===== config.mk =====
export PLATFORM = sky130hd
export DESIGN_NAME = porta_uart_tx
export DESIGN_NICKNAME = d
export VERILOG_FILES = /design/src/rtl/porta_uart_pkg.sv /design/src/rtl/sync_fifo.sv /design/src/rtl/porta_uart_tx.sv
export SDC_FILE = /design/constraint.sdc
export NUM_CORES = 1
export LEC_CHECK = 0
export ABC_AREA = 1
export CAP_MARGIN = 15
export CORE_MARGIN = 2
export CORE_UTILIZATION = 51
export DETAILED_ROUTE_END_ITERATION = 10
export MAX_ROUTING_LAYER = met4
export PLACE_DENSITY = 0.8
export SLEW_MARGIN = 20
export SYNTH_ARGS = -nofsm -noshare
export SYNTH_HDL_FRONTEND = slang
export SYNTH_SLANG_ARGS = --single-unit

===== constraint.sdc =====
create_clock -name CLK -period 2.6 [get_ports CLK]
set_input_delay 0.26 -clock CLK [delete_from_list [all_inputs] [get_ports CLK]]
set_output_delay 0.26 -clock CLK [all_outputs]
set_load 0.005 [all_outputs]

===== src/rtl/porta_uart_pkg.sv =====
// Shared constants for the PORTA serial output stage: FSM state encodings
// and bit positions of the status byte read back through PORTA_IN.
package porta_uart_pkg;

    localparam logic [1:0] S_IDLE  = 2'd0;
    localparam logic [1:0] S_START = 2'd1;
    localparam logic [1:0] S_DATA  = 2'd2;
    localparam logic [1:0] S_STOP  = 2'd3;

    localparam int ST_BUSY = 0;
    localparam int ST_FULL = 1;
    localparam int ST_OVF  = 2;

endpackage


===== src/rtl/sync_fifo.sv =====
// Small synchronous FIFO with first-word fall-through output. A push into a
// full FIFO is accepted only when a pop frees the head slot in the same cycle.
module sync_fifo #(
    parameter int DATA_WIDTH = 8,
    parameter int FIFO_AW    = 2
) (
    input  logic                  CLK,
    input  logic                  RST,
    input  logic                  push,
    input  logic                  pop,
    input  logic [DATA_WIDTH-1:0] din,
    output logic [DATA_WIDTH-1:0] dout,
    output logic                  full,
    output logic                  empty,
    output logic [FIFO_AW:0]      count
);

    localparam logic [FIFO_AW:0] DEPTH = {1'b1, {FIFO_AW{1'b0}}};

    logic [DATA_WIDTH-1:0] mem [0:(1 << FIFO_AW) - 1];
    logic [FIFO_AW-1:0]    wr_ptr;
    logic [FIFO_AW-1:0]    rd_ptr;
    logic                  do_push;
    logic                  do_pop;

    assign do_pop  = pop && !empty;
    assign do_push = push && (!full || do_pop);

    always_ff @(posedge CLK) begin
        if (RST) begin
            wr_ptr <= '0;
            rd_ptr <= '0;
            count  <= '0;
        end else begin
            if (do_push) wr_ptr <= wr_ptr + 1'b1;
            if (do_pop)  rd_ptr <= rd_ptr + 1'b1;
            case ({do_push, do_pop})
                2'b10:   count <= count + 1'b1;
                2'b01:   count <= count - 1'b1;
                default: count <= count;
            endcase
        end
    end

    // NOTE: storage is deliberately left out of reset; count and pointers
    // define validity, and a reset-free array maps onto plain register files.
    always_ff @(posedge CLK) begin
        if (do_push) mem[wr_ptr] <= din;
    end

    assign dout  = mem[rd_ptr];
    assign full  = (count == DEPTH);
    assign empty = (count == '0);

endmodule


===== src/rtl/porta_uart_tx.sv =====
// PORTA serial output stage: queues bytes written alongside PORTA and shifts
// them out as 8N1 UART frames; status byte is polled through PORTA_IN.
module porta_uart_tx
    import porta_uart_pkg::*;
#(
    parameter int DATA_WIDTH   = 8,
    parameter int CLKS_PER_BIT = 16,
    parameter int FIFO_DEPTH   = 4,
    parameter int FIFO_AW      = 2
) (
    input  logic                  CLK,
    input  logic                  RST,
    input  logic                  WR,
    input  logic [DATA_WIDTH-1:0] DATA_IN,
    input  logic                  CLR_OVF,
    output logic                  TX,
    output logic                  BUSY,
    output logic                  FULL,
    output logic                  EMPTY,
    output logic                  OVF,
    output logic [DATA_WIDTH-1:0] STATUS
);

    localparam int TW = (CLKS_PER_BIT > 2) ? $clog2(CLKS_PER_BIT) : 1;
    localparam int BW = $clog2(DATA_WIDTH);
    localparam logic [TW-1:0]    TIMER_LAST = TW'(CLKS_PER_BIT - 1);
    localparam logic [BW-1:0]    BIT_LAST   = BW'(DATA_WIDTH - 1);
    localparam logic [FIFO_AW:0] DEPTH_CNT  = (FIFO_AW + 1)'(FIFO_DEPTH);

    logic [1:0]            state;
    logic [TW-1:0]         timer;
    logic [BW-1:0]         bit_idx;
    logic [DATA_WIDTH-1:0] shift;
    logic                  tx_q;
    logic                  ovf_q;
    logic                  bit_done;

    logic                  fifo_pop;
    logic [DATA_WIDTH-1:0] fifo_dout;
    logic                  fifo_full;
    logic                  fifo_empty;
    logic [FIFO_AW:0]      fifo_count;

    sync_fifo #(
        .DATA_WIDTH (DATA_WIDTH),
        .FIFO_AW    (FIFO_AW)
    ) u_fifo (
        .CLK   (CLK),
        .RST   (RST),
        .push  (WR),
        .pop   (fifo_pop),
        .din   (DATA_IN),
        .dout  (fifo_dout),
        .full  (fifo_full),
        .empty (fifo_empty),
        .count (fifo_count)
    );

    // The shifted byte leaves the FIFO on the pop, freeing its slot at once.
    assign fifo_pop = (state == S_IDLE) && !fifo_empty;
    assign bit_done = (timer == TIMER_LAST);

    // NOTE: all state below uses non-blocking assignments so every register
    // samples pre-edge values, independent of statement order.
    always_ff @(posedge CLK) begin
        if (RST) begin
            state   <= S_IDLE;
            timer   <= '0;
            bit_idx <= '0;
            shift   <= '0;
            tx_q    <= 1'b1;
            ovf_q   <= 1'b0;
        end else begin
            if (WR && fifo_full && !fifo_pop) ovf_q <= 1'b1;
            else if (CLR_OVF)                 ovf_q <= 1'b0;

            case (state)
                S_IDLE: begin
                    if (!fifo_empty) begin
                        shift <= fifo_dout;
                        timer <= '0;
                        tx_q  <= 1'b0;
                        state <= S_START;
                    end
                end
                S_START: begin
                    if (bit_done) begin
                        timer   <= '0;
                        bit_idx <= '0;
                        tx_q    <= shift[0];
                        state   <= S_DATA;
                    end else begin
                        timer <= timer + 1'b1;
                    end
                end
                S_DATA: begin
                    if (bit_done) begin
                        timer <= '0;
                        if (bit_idx == BIT_LAST) begin
                            tx_q  <= 1'b1;
                            state <= S_STOP;
                        end else begin
                            bit_idx <= bit_idx + 1'b1;
                            shift   <= shift >> 1;
                            tx_q    <= shift[1];
                        end
                    end else begin
                        timer <= timer + 1'b1;
                    end
                end
                default: begin
                    if (bit_done) begin
                        timer <= '0;
                        state <= S_IDLE;
                    end else begin
                        timer <= timer + 1'b1;
                    end
                end
            endcase
        end
    end

    assign TX    = tx_q;
    assign OVF   = ovf_q;
    assign EMPTY = fifo_empty;
    assign FULL  = (fifo_count == DEPTH_CNT);
    assign BUSY  = (state != S_IDLE) || !fifo_empty;

    // NOTE: default the whole byte first so no bit is left unassigned on any
    // path, which would otherwise infer a latch.
    always_comb begin
        STATUS          = '0;
        STATUS[ST_BUSY] = BUSY;
        STATUS[ST_FULL] = FULL;
        STATUS[ST_OVF]  = OVF;
    end

endmodule


==> results.ini, run 1 <==
[clock_tree]
clock_latency_ps=330
clk_pin_slew_ps=70
cts_tree=built
h-tree-depth=3
cts.path.max_buffers=2
ctsResizeCount=0
cts_sinks=60
postCtsSetupRepairBufs=0
hold_buffers=0
cts_made_buffers=9
root_buffer=clkbuf_8

[layout]
layout_commonest_cell=nor2_1
final_cell_mix=nor2_1 (56), nand2_1 (47), edfxtp_1 (32), inv_1 (31), dfxtp_1 (28)
nFillCells=468
fin_area_sq_mm=0.00319
diodes=0
layout-drive-gt1-share=0.0890
stdcell_count=409
areaGrowthSynthToFinish_pct=13.4
fin_nets=357

[detailed_routing]
highest_layer=met4
drtIter0Drc=113
route.met2.wl_um=2470
wl_um=4930
wl_per_cell_um=12.1
met1Wirelength_um=2250
route.met3.wl_um=143
vias_per_cell=4.91
drc=0
num_vias=2007
antenna_left=0
first_pass_iters=4

[die]
die_x_um=78.3
die_height_um=78.3
start_util=0.520
ioPinCount=25
rows=27
die_area_sq_mm=0.00613
core_sq_mm=0.00541

[sta]
tightest_slew_ps=642
slew_headroom=0.571
rsz0062_at_grt=false
skew_ps=9.44
slew_violations=0
hold_viol_final=0
tns_ps=0
period_share=0.816
report.final.setup_viol=0
period_minus_slack_ps=2120
fmax_mhz=471
hold_ws_ps=464

[worst_setup_path]
crit_family=adder cells
start_kind=flip-flop
reg2reg_from=state[0]
slowest_delay_ps=390
reg2reg_slack_ps=480
slowest_stage=fa_1
worstPathArrival_ps=2360
cp_num_buf_inv=3
crit_type=flip-flop to flip-flop
crit_start=state[0]
endpoint_kind=flip-flop
path_depth=10
cpMostUsedCell=inv_1
worstPathCellList=inv_1, ha_1, inv_2, a21oi_4, nand2_2, fa_1, inv_1, nand4_1, a21oi_1, nor2_1
r2r-end=u_fifo.count[2]
cp_data_required_time_ps=2830
crit_fanout=6
reg2reg_depth=10

[place]
hpwl_um=3510
dp.cells=394
place_congestion=0.774
portBuffers=19
place_area_sq_mm=0.00301

[global_route]
grt_pass1_wl_um=8360
track_usage=0.184
grt_pass1_vias=1917
grt_max_degree=19
grt_overflow=0
antenna_found_initial=0

[synth]
netlist_area_sq_mm=0.00281
yosys_warnings=0
synth_top_area_cell=edfxtp_1
avgSynthCellArea_sq_um=8.96
yosysTopAreaCellShare=0.342
ys_seq_area_frac=0.541
synthTopCellsByArea=edfxtp_1 (34%), dfxtp_1 (20%), nor2_1 (7.5%), nand2_1 (6.3%), ha_1 (4.9%)
ys_types=29
ys_ff_latch=60
netlist_instances=314

[pwr]
p_seq_frac=0.350
finalPower_w=0.00379
power_switching_w=0.00154
swShare=0.406
p_per_area_mw_per_mm2=1190
intPower_w=0.00225
p_comb_frac=0.446
p_clk_frac=0.204
vdd_drop_max_v=0.000610
leakage_nw=1.27

[hold_path]
min_path_cells=2
hold_path.class=flip-flop to flip-flop
hp-start=u_fifo.rd_ptr[1]

[flow_run]
maxCapViolCount=0

[run_status]
status=complete, no violations

## synth_stat cells, drive strengths merged
library cell / number
nor2: 58
nand2: 51
inv: 35
edfxtp: 32
o21ai: 30
dfxtp: 28
a21oi: 27
nand3: 19
buf: 16
ha: 11
a21boi: 1
conb: 1
fa: 1
nand4: 1
nor3: 1
o22ai: 1
xnor2: 1
## per-stage QoR
stage | setup slack, ps | utilization
3_5_place_dp | 483 | 0.557
2_1_floorplan | 714 | -
6_report | 477 | 0.590
3_3_place_gp | 620 | 0.557
5_1_grt | 283 | 0.590
4_1_cts | 478 | 0.590
## cell families (layout without fill, tap and decap cells)
kind of cell             Yosys count  count (layout)  synth area share
XOR/XNOR                           1               1           0.00311
adder cells (fa/ha/maj)           12              12            0.0560
flip-flops                        60              60             0.541
other                              1               5           0.00133
AND/OR/NAND/NOR                  130             130             0.194
buffers and inverters             51              70            0.0850
AO/OA/AOI/OAI                     59              59             0.120
## routing by layer
layer / up-vias / GRT usage
li1: 1052 / -
met1: 914 / 0.213
met2: 32 / 0.295
met3: 9 / 0.0529
met4: 0 / 0.0930
met5: - / -
## registers in the layout, indices dropped and copies added (netlist names), 2 cells and up, named ones only
| name | flops |
|---|---|
| u_fifo.count | 3 |
| bit_idx | 3 |
| u_fifo.mem | 32 |
| u_fifo.rd_ptr | 2 |
| u_fifo.wr_ptr | 2 |
| timer | 4 |
| shift | 8 |
| state | 2 |
## power by group through the flow
stage / logic, W / registers (W) / clock network, W
6_report: 0.00169 / 0.00132 / 0.000775
5_1_grt: 0.00196 / 0.00135 / 0.000832
4_1_cts: 0.00170 / 0.00132 / 0.000791
3_5_place_dp: 0.00168 / 0.00134 / 0
3_3_place_gp: 0.00164 / 0.00133 / 0
2_1_floorplan: 0.00136 / 0.00128 / 0
## worst max path at each step
stage | to
after global placement | u_fifo.count[2]
after floorplan | u_fifo.count[2]
final | u_fifo.count[2]
after detailed placement | u_fifo.count[2]
after global routing | u_fifo.count[2]
after CTS | u_fifo.count[2]
## worst min-delay path: cells and delay by family (launching register included)
kind	cells	cell delay, ps
AO/OA/AOI/OAI	1	60
buffers and inverters	1	50
flip-flops	1	290
## area by class of cell
cell class                 instances  area (sq um)  area share
clock buffer                       9           124      0.0388
tap                               72          90.1      0.0282
sequential                        60          1520       0.477
clock inverter                     6          56.3      0.0176
multi-input combinational        207          1070       0.335
timing repair buffer              20           198      0.0620
inverter                          35           134      0.0420
Power figures use the tool's default switching activity.
==> run 2, diff against run 1 <==
==> constraint.sdc (replaced) <==
create_clock -name CLK -period 2.2 [get_ports CLK]
set_input_delay 0.22 -clock CLK [delete_from_list [all_inputs] [get_ports CLK]]
set_output_delay 0.22 -clock CLK [all_outputs]
set_load 0.005 [all_outputs]
==> run 2 against run 1 <==
Against the previous run: total power grew 21%; first-iteration DRC count decreased by 18%; worst setup slack worse by 300 ps; routed wire length increased by 6.9%; register-to-register slack worse by 190 ps; sequential power rose by 19%; critical path depth down 5; flip-flop and latch count unchanged; critical endpoint is now BUSY; die area stayed put; combinational power up 22%.
==> results.ini, run 2 (same netlist as run 1, synthesis figures left out) <==
[run_status]
status=complete, no violations  ; unchanged

[global_route]
grt_pass1_vias=1964  ; was 1917
grt_pass1_wl_um=8690  ; was 8360 um
grt_max_degree=19  ; unchanged
track_usage=0.191  ; was 0.184
grt_overflow=0  ; unchanged
antenna_found_initial=0  ; unchanged

[layout]
diodes=0  ; unchanged
final_cell_mix=nor2_1 (56), nand2_1 (47), edfxtp_1 (32), inv_1 (31), dfxtp_1 (28)  ; unchanged
layout-drive-gt1-share=0.108  ; was 0.0890
regMostFlops=u_fifo.mem  ; unchanged
largest_register_ffs=32  ; unchanged
reg.largest.list=u_fifo.mem: 32 flops, shift: 8 flops, timer: 4 flops  ; unchanged
fin_nets=363  ; was 357
layout_commonest_cell=nor2_1  ; unchanged
fin_area_sq_mm=0.00325  ; was 0.00319 sq mm
areaGrowthSynthToFinish_pct=15.4  ; was 13.4%

[die]
ioPinCount=25  ; unchanged
rows=27  ; unchanged
die_height_um=78.3  ; unchanged
core_sq_mm=0.00541  ; unchanged
die_x_um=78.3  ; unchanged
start_util=0.520  ; unchanged
die_area_sq_mm=0.00613  ; unchanged

[sta]
rsz0062_at_grt=false  ; unchanged
period_minus_slack_ps=2030
hold_viol_final=0  ; unchanged
slew_headroom=0.618  ; was 0.571
tns_ps=0  ; unchanged
report.final.setup_viol=0  ; unchanged
slew_violations=0  ; unchanged
tightest_slew_ps=573  ; was 642 ps
skew_ps=12.9  ; was 9.44 ps
fmax_mhz=493
period_share=0.921

[clock_tree]
clock_latency_ps=340  ; was 330 ps
ctsResizeCount=0  ; unchanged
h-tree-depth=3  ; unchanged
postCtsSetupRepairBufs=0  ; unchanged
cts.path.max_buffers=2  ; unchanged
root_buffer=clkbuf_8  ; unchanged
cts_sinks=60  ; unchanged
cts_made_buffers=9  ; unchanged
cts_tree=built  ; unchanged
clk_pin_slew_ps=70  ; about the same
hold_buffers=0  ; unchanged

[hold_path]
hold_path.class=flip-flop to flip-flop  ; unchanged

[pwr]
p_per_area_mw_per_mm2=1410  ; was 1190 mW/mm^2
vdd_drop_max_v=0.000719  ; was 0.000610 V
finalPower_w=0.00458  ; was 0.00379 W
leakage_nw=1.32  ; was 1.27 nW

[detailed_routing]
drc=0  ; unchanged
vias_per_cell=5.00  ; was 4.91
num_vias=2080  ; was 2007
drtIter0Drc=93  ; was 113
first_pass_iters=4  ; unchanged
wl_um=5280  ; was 4930 um
antenna_left=0  ; unchanged
wl_per_cell_um=12.7  ; was 12.1 um

[place]
place_congestion=0.797  ; was 0.774
place_area_sq_mm=0.00306  ; was 0.00301 sq mm
hpwl_um=3610  ; was 3510 um
portBuffers=19  ; unchanged

[worst_setup_path]
crit_type=flip-flop to output pin  ; was flip-flop to flip-flop
endpoint_kind=output pin  ; was flip-flop
slowest_stage=clkdlybuf4s50_1  ; was fa_1
worstPathArrival_ps=1810  ; was 2360 ps
cp_num_buf_inv=3  ; unchanged
cp_data_required_time_ps=1980  ; was 2830 ps
crit_fanout=5  ; was 6
slowest_delay_ps=520  ; was 390 ps
crit_family=buffers and inverters  ; was adder cells
start_kind=flip-flop  ; unchanged
worstPathCellList=inv_1, ha_1, buf_4, nand3_2, clkdlybuf4s50_1  ; was inv_1, ha_1, inv_2, a21oi_4, nand2_2, fa_1, inv_1, nand4_1, a21oi_1, nor2_1

[flow_run]
maxCapViolCount=0  ; unchanged

[run 2: cell count changes in the layout (fill, tap and decap cells not counted), sizes merged]
cell,delta
clkinv,+1
clkinvlp,-1
clkbuf,+1
buf,+6
[run 2: final cells by class]
class,instances,area [sq um]
repair buffers,26,243
fillers,457,2160
multi-input cells,207,1070
clock buffers,10,138
flip-flops and latches,60,1520
well taps,72,90.1
clock inverters,6,53.8
inverters,35,134
[run 2: final timing paths]
check	from	to	slack, ps	cells past startpoint
worst max-delay path	state[0]	BUSY	170	5
worst max register to register	state[0]	u_fifo.count[2]	290	10
worst min-delay path	TX	TX	470	2
worst min register to register	TX	TX	470	2
[run 2: routing by layer]
| layer | wire length (um) | share of wire | global-route usage |
|---|---|---|---|
| met4 | 54 | 0.010 | 0.0772 |
| met3 | 216 | 0.041 | 0.0655 |
| met5 | 0 | 0 | - |
| met1 | 2310 | 0.44 | 0.219 |
| met2 | 2690 | 0.51 | 0.309 |
[run 2: power breakdown]
| part | internal (W) | switching (W) | leakage [nW] |
|---|---|---|---|
| logic | 0.000783 | 0.00128 | 0.688 |
| registers | 0.00140 | 0.000169 | 0.524 |
| clock network | 0.000541 | 0.000412 | 0.103 |
| total | 0.00272 | 0.00186 | 1.32 |
[run 2: through the flow]
stage | util | hold WS, ps | cells | worst slack [ps]
6_report | 0.601 | 471 | 416 | 173
5_1_grt | 0.601 | 504 | 416 | 81.8
4_1_cts | 0.601 | 479 | 416 | 152
3_5_place_dp | 0.565 | 463 | 400 | 281
3_3_place_gp | 0.565 | 449 | 400 | 381
2_1_floorplan | - | 319 | 318 | 314
[run 2: worst min-delay path, delay by kind of cell (launching register included)]
| kind | cells | cell delay [ps] |
|---|---|---|
| AOI/OAI and AO/OA | 2 | 120 |
| DFF | 1 | 330 |
